==> src/rtl/ppe_pkg.sv <==
// Shared definitions for the programmable priority encoder blocks:
// state encodings, default sizes and the lowest-set-bit index helper.
package ppe_pkg;

    localparam logic ST_IDLE  = 1'b0;
    localparam logic ST_GRANT = 1'b1;

    localparam int DEF_WIDTH = 16;
    localparam int DEF_LOG_W = 4;

    // Upper bound on requester count the helper below can scan.
    localparam int MAX_W = 256;

    typedef enum logic {
        IDLE  = ST_IDLE,
        GRANT = ST_GRANT
    } arb_state_t;

    // Index of the lowest set bit; 0 when the vector is empty.
    function automatic int unsigned lsb_index(input logic [MAX_W-1:0] v);
        int unsigned idx;
        idx = 0;
        for (int i = MAX_W - 1; i >= 0; i--) begin
            if (v[i]) idx = unsigned'(i);
        end
        return idx;
    endfunction

endpackage

==> src/rtl/thermometer.sv <==
// Thermometer decode: bit i is set for every i strictly below enc.
module thermometer
    import ppe_pkg::*;
#(
    parameter int WIDTH = DEF_WIDTH,
    parameter int LOG_W = DEF_LOG_W
) (
    input  logic [LOG_W-1:0] enc,
    output logic [WIDTH-1:0] thermo
);

    for (genvar i = 0; i < WIDTH; i++) begin : g_bit
        assign thermo[i] = (enc > LOG_W'(i));
    end

endmodule

==> src/rtl/ppe_rr_arbiter.sv <==
// Round-robin arbiter: registered priority pointer masks the request vector
// through a thermometer stage; winner is held on a valid/ready grant port.
module ppe_rr_arbiter
    import ppe_pkg::*;
#(
    parameter int WIDTH = DEF_WIDTH,
    parameter int LOG_W = DEF_LOG_W
) (
    input  logic             clk,
    input  logic             rst_n,
    input  logic [WIDTH-1:0] req,
    output logic             grant_valid,
    input  logic             grant_ready,
    output logic [LOG_W-1:0] grant_idx,
    output logic [WIDTH-1:0] grant_onehot,
    input  logic             ptr_load,
    input  logic [LOG_W-1:0] ptr_load_val,
    output logic [LOG_W-1:0] ptr
);

    arb_state_t       state, state_nxt;
    logic             hs;
    logic [LOG_W-1:0] eptr;
    logic [WIDTH-1:0] thermo;
    logic [WIDTH-1:0] masked;
    logic [LOG_W-1:0] winner;
    logic             load_grant;
    logic             clr_grant;

    assign grant_valid = (state == GRANT);
    assign hs          = grant_valid & grant_ready;

    // A pointer load outranks the post-handshake advance.
    always_comb begin
        eptr = ptr;
        if (ptr_load)
            eptr = ptr_load_val;
        else if (hs)
            eptr = grant_idx + LOG_W'(1);
    end

    thermometer #(
        .WIDTH(WIDTH),
        .LOG_W(LOG_W)
    ) u_thermo (
        .enc   (eptr),
        .thermo(thermo)
    );

    assign masked = req & ~thermo;

    always_comb begin
        if (|masked)
            winner = LOG_W'(lsb_index(MAX_W'(masked)));
        else
            winner = LOG_W'(lsb_index(MAX_W'(req)));
    end

    always_comb begin
        state_nxt  = state;
        load_grant = 1'b0;
        clr_grant  = 1'b0;
        case (state)
            IDLE: begin
                if (|req) begin
                    load_grant = 1'b1;
                    state_nxt  = GRANT;
                end
            end
            GRANT: begin
                if (hs) begin
                    if (|req) begin
                        load_grant = 1'b1;
                    end else begin
                        clr_grant = 1'b1;
                        state_nxt = IDLE;
                    end
                end
            end
            default: state_nxt = IDLE;
        endcase
    end

    always_ff @(posedge clk or negedge rst_n) begin
        if (!rst_n) begin
            state        <= IDLE;
            ptr          <= '0;
            grant_idx    <= '0;
            grant_onehot <= '0;
        end else begin
            state <= state_nxt;
            ptr   <= eptr;
            if (load_grant) begin
                grant_idx    <= winner;
                grant_onehot <= WIDTH'(1) << winner;
            end else if (clr_grant) begin
                grant_onehot <= '0;
            end
        end
    end

endmodule
==> config.mk <==
export PLATFORM = sky130hd
export DESIGN_NAME = ppe_rr_arbiter
export DESIGN_NICKNAME = d
export VERILOG_FILES = /design/src/rtl/ppe_pkg.sv /design/src/rtl/thermometer.sv /design/src/rtl/ppe_rr_arbiter.sv
export SDC_FILE = /design/constraint.sdc
export NUM_CORES = 1
export LEC_CHECK = 0
export ABC_AREA = 0
export CORE_ASPECT_RATIO = 1.75
export CORE_MARGIN = 2
export CORE_UTILIZATION = 49
export DETAILED_ROUTE_END_ITERATION = 7
export GPL_ROUTABILITY_DRIVEN = 1
export GPL_TIMING_DRIVEN = 0
export PLACE_DENSITY = 0.77
export REMOVE_ABC_BUFFERS = 1
export SLEW_MARGIN = 30
export SYNTH_ARGS = -nofsm -noshare
export SYNTH_HDL_FRONTEND = slang
export SYNTH_SLANG_ARGS = --single-unit
export TNS_END_PERCENT = 20
==> constraint.sdc <==
create_clock -name clk -period 3.3 [get_ports clk]
set_input_delay 0.825 -clock clk [delete_from_list [all_inputs] [get_ports clk]]
set_output_delay 0.825 -clock clk [all_outputs]
set_load 0.005 [all_outputs]
## Word level (Yosys, flattened, before mapping)

Index checks and enable logic that the tools add are counted.

- Add/sub/neg operators: 1
- $lt $le $gt $ge: 16
- Shift operators: 1
- Mux-type cells: 45
- Bitwise logic cells: 4
- Reductions and logical operators: 3

Operators by type and width:

| operator | count |
|---|---|
| 4-bit two-way mux | 35 |
| 4-bit > comparator, second input constant | 8 |
| 16-bit two-way mux | 2 |
| 16-bit OR reduction | 2 |
| 16-bit AND | 1 |
| 4-bit by 3-bit > comparator with 1-bit output, second input constant | 4 |
| 16-bit NOT | 1 |
| 1-bit by 4-bit << shifter with 16-bit output, first input constant | 1 |
| 4-bit by 1-bit > comparator with 1-bit output, second input constant | 2 |
| 4-bit by 2-bit > comparator with 1-bit output, second input constant | 2 |
| 1-bit two-way mux | 6 |
| 4-bit by 1-bit adder with 4-bit output, second input constant | 1 |
| 1-bit case mux with 2 select lines | 2 |
| 2-bit nonzero test | 1 |
| 1-bit AND | 1 |
| 1-bit NOT | 1 |

- Bits in registers: 25
- Output and inout bits: 25
- Word-level logic and storage cells: 74

## Logic depth before layout (Yosys ltp)

- Word-level depth: 25
- Depth in mapped cells: 12
- Gate-level depth less buffers: 11

## Hierarchy

From an unflattened synthesis, not the netlist that was laid out.

- Cells, all modules: 204
- Area, all modules: 1795.5 um^2

Modules (own cells, without submodules):

| module | times used | cells each | area each (um^2) | sequential area each (um^2) |
|---|---|---|---|---|
| ppe_rr_arbiter | 1 | 178 | 1644.1 | 625.6 |
| thermometer | 1 | 26 | 151.4 | 0.0 |

## Worst setup path after synthesis

Ideal clock, no wire load.

- Path type: input port to flip-flop
- From: input port grant_ready
- To: register grant_onehot[0]
- Data arrival time: 2856 ps
- Required time: 3179 ps
- Slack: 323 ps
- Cell stages on the path: 10
- Path buffers: 1
- Cell sequence: and2_4 > o311a_1 > buf_6 > nand3_1 > a32oi_1 > o41a_1 > nor3b_4 > a32oi_2 > and2_1 > a22o_1

- Cells in the longest elaborated chain, start to end: 25
- Elaborated cells between the ends (all ways): 46
- Classes of those cells: order compare: 16; shift: 1; mux: 24; bitwise: 3; reduce/logical: 2

Ends and longest elaborated chain:

| item | RTL line | RTL |
|---|---|---|
| start, declared | ppe_rr_arbiter.sv:13 | `input logic grant_ready,` |
| 1-bit AND (*) | ppe_rr_arbiter.sv:31 | `assign hs = grant_valid & grant_ready;` |
| 4-bit two-way mux | ppe_rr_arbiter.sv:38 | `else if (hs)` |
| 4-bit two-way mux | ppe_rr_arbiter.sv:36 | `if (ptr_load)` |
| 4-bit > comparator | thermometer.sv:13 | `assign thermo[i] = (enc > LOG_W'(i));` |
| 16-bit NOT | ppe_rr_arbiter.sv:50 | `assign masked = req & ~thermo;` |
| 16-bit AND | ppe_rr_arbiter.sv:50 |  |
| 4-bit two-way mux (16 in a row) | ppe_pkg.sv:24 | `if (v[i]) idx = unsigned'(i);` |
| 4-bit two-way mux | ppe_rr_arbiter.sv:53 | `if (\|masked)` |
| 1-bit by 4-bit << shifter with 16-bit output | ppe_rr_arbiter.sv:95 | `grant_onehot <= WIDTH'(1) << winner;` |
| 16-bit two-way mux | ppe_rr_arbiter.sv:93 | `if (load_grant) begin` |
| end signal, assigned | ppe_rr_arbiter.sv:95 |  |
| end, declared | ppe_rr_arbiter.sv:15 | `output logic [WIDTH-1:0] grant_onehot,` |

Every way passes the cells marked *; elsewhere a longest branch is shown, timed or not.
A chain may end at the register's enable or synchronous reset.

## Worst setup path in the final report

- From: input port ptr_load_val[2]
- To: register grant_onehot[8]

- Cells in the longest elaborated chain, start to end: 23
- Elaborated cells between the ends (all ways): 39
- Classes of those cells: order compare: 16; shift: 1; mux: 19; bitwise: 2; reduce/logical: 1

Ends and longest elaborated chain:

| item | RTL line | RTL |
|---|---|---|
| start, declared | ppe_rr_arbiter.sv:17 | `input logic [LOG_W-1:0] ptr_load_val,` |
| 4-bit two-way mux (*) | ppe_rr_arbiter.sv:36 |  |
| net eptr[2] | ppe_rr_arbiter.sv:23 | `logic [LOG_W-1:0] eptr;` |
| 4-bit > comparator | thermometer.sv:13 |  |
| 16-bit NOT (*) | ppe_rr_arbiter.sv:50 |  |
| 16-bit AND (*) | ppe_rr_arbiter.sv:50 |  |
| 4-bit two-way mux (16 in a row) | ppe_pkg.sv:24 |  |
| 4-bit two-way mux (*) | ppe_rr_arbiter.sv:53 |  |
| 1-bit by 4-bit << shifter with 16-bit output (*) | ppe_rr_arbiter.sv:95 |  |
| 16-bit two-way mux (*) | ppe_rr_arbiter.sv:93 |  |

The timed path passes the listed nets; every way through them passes the cells marked *.

==> run_results.csv <==
group,metric,value,unit
layout,fill_cells,280,
setup_path,cp_top_family,"compound AO/OA/AOI/OAI gates",
die,core-area,0.003592,mm^2
sta,maxSlewViolCount,0,
die,die_y,84.97,um
detailed_routing,first_iter_violations,57,
sta,final-hold-violation-count,0,
synth,ys_warn_count,0,
synth,syn_inst,222,
detailed_routing,antenna_left,0,
die,ios,49,
placement,placed_area,0.002332,mm^2
placement,gp_congestion,0.9389,
clocking,clk_pin_slew,80,ps
power,p_total,1.205,mW
sta,fin_crit_sh,97.06,%
grt,first_global_vias,1912,
sta,max_freq,312.2,MHz
synth,ys_seq_elements,25,
layout,antenna_cells,0,
grt,grt-ovfl-total,0,
sta,worstMarginPinSlew,643.8,ps
die,die_w,50.27,um
power,p_per_area,473.7,mW/mm^2
layout,fin_area,0.002545,mm^2
detailed_routing,drt-total-wl,5625,um
synth,synth-edff-count,0,
clocking,clkSinkCount,25,
sta,setup_viol,0,
clocking,root_buffer,"clkbuf_8",
grt,grt_max_degree,26,
sta,worst_slack,97.07,ps
setup_path,crit_slowest_cell,"clkdlybuf4s50_1",
setup_path,critPathMaxStageDelay,420,ps
power,power_leakage,1.031,nW
hold_path,worst_hold_path_type,"reg2reg",
setup_path,crit_buf_inv,3,
clocking,cts_tree,"done",
placement,dp_cells,310,
clocking,cts_max_level,1,
die,dieArea,0.004271,mm^2
placement,dp_hpwl,4204,um
placement,post-place-ws,-842.5,ps
grt,antenna_found_initial,0,
power,vdd_drop_max,0.0002711,V
layout,final_layout_size_suffix_gt1_share,16.42,%
detailed_routing,drcViolationCount,0,
setup_path,cp_max_fo,6,
job,cap_violations,0,
placement,io_buffer_count,48,
sta,max_slew_margin,56.71,%
grt,track_usage,27.01,%
synth,ys_dominant_reg_cell,"dfrtp_1",
detailed_routing,first_pass_iters,4,
setup_path,worstSetupEndpointType,"flop",
clocking,cts_buffer_depth,2,
clocking,cts_made_buffers,3,
setup_path,r2r_setup_slack,250,ps
sta,finalClockSkew,1.672,ps
setup_path,arrival,3360,ps
detailed_routing,routed_via_density,6.119,
synth,ys_types,59,
setup_path,crit_chain,"clkdlybuf4s50_1 > nand2_1 > o21ai_4 > nor2_2 > inv_2 > buf_4 > o21ai_0 > a32oi_1 > a221o_1 > o21ai_1 > nor3_2 > a22o_1",
sta,layout_min_cycle_time,3203,ps
grt,grt_pass1_wl,8859,um
setup_path,crit_required,3460,ps
detailed_routing,wire_per_inst,17.58,um
run_status,outcome,"finished, final reports clean",
clocking,clk_latency,260,ps
detailed_routing,vias,1958,
synth,syn_area,0.001836,mm^2
synth,yosysSeqAreaShare,34.08,%
setup_path,critPathLaunchType,"primary input",
layout,syn_to_final_growth,38.65,%
die,start_util,51.10,%
sta,rsz0062_at_grt,"true",
setup_path,path_class,"in2reg",
synth,synthArstFlopShare,100.0,%
layout,final_cells,320,
layout,layout.nets,300,
synth,syn-mean-instance-area,8.268,um^2
die,rows,29,
layout,post-route-util,70.85,%
power breakdown:
part           internal, mW  total, mW  switching [mW]  leakage, nW
clock                0.0862      0.175          0.0891       0.0228
sequential            0.363      0.405          0.0429        0.323
combinational         0.299      0.625           0.326        0.685
layer usage:
metal  track usage [%]  vias to the layer above  share of wire (%)
met5                 0                        -                  0
met4             20.45                        0                5.5
met3             1.585                       25                3.1
met2             48.21                       74                 54
met1             28.62                      928                 37
li1                  -                      931                  -
cell families after synthesis:
group	synth area share (%)
and+or+nand+nor	25.90
AOI/OAI and AO/OA	31.90
DFF	34.08
buffers and inverters	5.317
xor gates and xnor gates	0.9545
muxes	1.159
adders and majority gates	0.6816
flip-flops by register name (all words and copies together), names as in the netlist:
name and cells:
ptr 4, grant_valid 1, grant_idx 4, grant_onehot 16
layout by cell type, fill, tap and decap left out, types with 5 or more instances in the layout:
cell              n
nand2b_1          6
dfrtp_1          25
nand3_1           5
nor3_1            5
clkdlybuf4s50_1  45
a21oi_1          10
inv_1            12
nand2_1          25
o21ai_1           7
buf_4             6
nor2_1           16
a22o_1            8
o21ai_0          12
synth_stat cells (all sizes together), types with 3 or more instances:
library cell,count,area share [%]
nand2,26,5.5
dfrtp,25,34
o21ai,24,6.7
nor2,18,3.8
inv,14,2.9
a21oi,11,3.2
a22o,8,3.8
nand2b,7,2.4
nor3,7,2.5
and2,6,2.2
nand3,6,1.6
buf,4,1.6
nand4b,4,1.9
a211o,3,1.5
a21o,3,1.2
a31oi,3,1.0
a32oi,3,1.8
and3,3,1.0
nor2b,3,1.0
o211ai,3,1.2
o21bai,3,1.2
o311ai,3,1.4
o31ai,3,1.2
final cells by class:
| class | instances | area [um^2] | share of cell area, % |
|---|---|---|---|
| multi-input combinational | 176 | 1239 | 48.67 |
| sequential | 25 | 625.6 | 24.58 |
| timing repair buffer | 54 | 516.7 | 20.30 |
| inverter | 15 | 61.31 | 2.409 |
| tap | 46 | 57.56 | 2.262 |
| clock buffer | 4 | 45.04 | 1.770 |
timing repair:
action / 4_1_cts / 5_1_grt
hold endpoints to repair: 0 / 0
setup endpoints to repair: 20 / 18
gates resized for setup: 16 / 16
hold buffers: 0 / 0
buffers inserted: 3 / 3
pin swaps: 1 / 5
per-stage QoR:
stage / hold WS (ps) / TNS, ps
finish: 483.0 / 0
global route: 515.5 / -58.06
CTS: 489.0 / 0
detailed placement: 470.0 / -13920
global placement: 461.8 / -14140
floorplan: 473.3 / 0
worst register-to-register path: cells and delay by family (launching register included):
| kind | cells | cell delay, ps |
|---|---|---|
| DFF | 1 | 440 |
| xor gates and xnor gates | 1 | 290 |
| and+or+nand+nor | 3 | 480 |
| AOI/OAI and AO/OA | 5 | 1230 |
| adders and majority gates | 1 | 230 |
| buffers and inverters | 2 | 290 |
path summary, 6_finish.rpt:
kind,startpoint,endpoint,cells past startpoint
worst max-delay path,ptr_load_val[2],grant_onehot[8]$_DFFE_PN0P_,12
max in group asynchronous,rst_n,grant_onehot[8]$_DFFE_PN0P_,1
worst min-delay path,grant_onehot[2]$_DFFE_PN0P_,grant_onehot[2]$_DFFE_PN0P_,2
worst min register to register,grant_onehot[2]$_DFFE_PN0P_,grant_onehot[2]$_DFFE_PN0P_,2
worst max register to register,grant_idx[0]$_DFFE_PN0P_,grant_onehot[8]$_DFFE_PN0P_,12
min in group asynchronous,rst_n,grant_idx[3]$_DFFE_PN0P_,1
No activity file was read; power rests on OpenSTA's default activity.
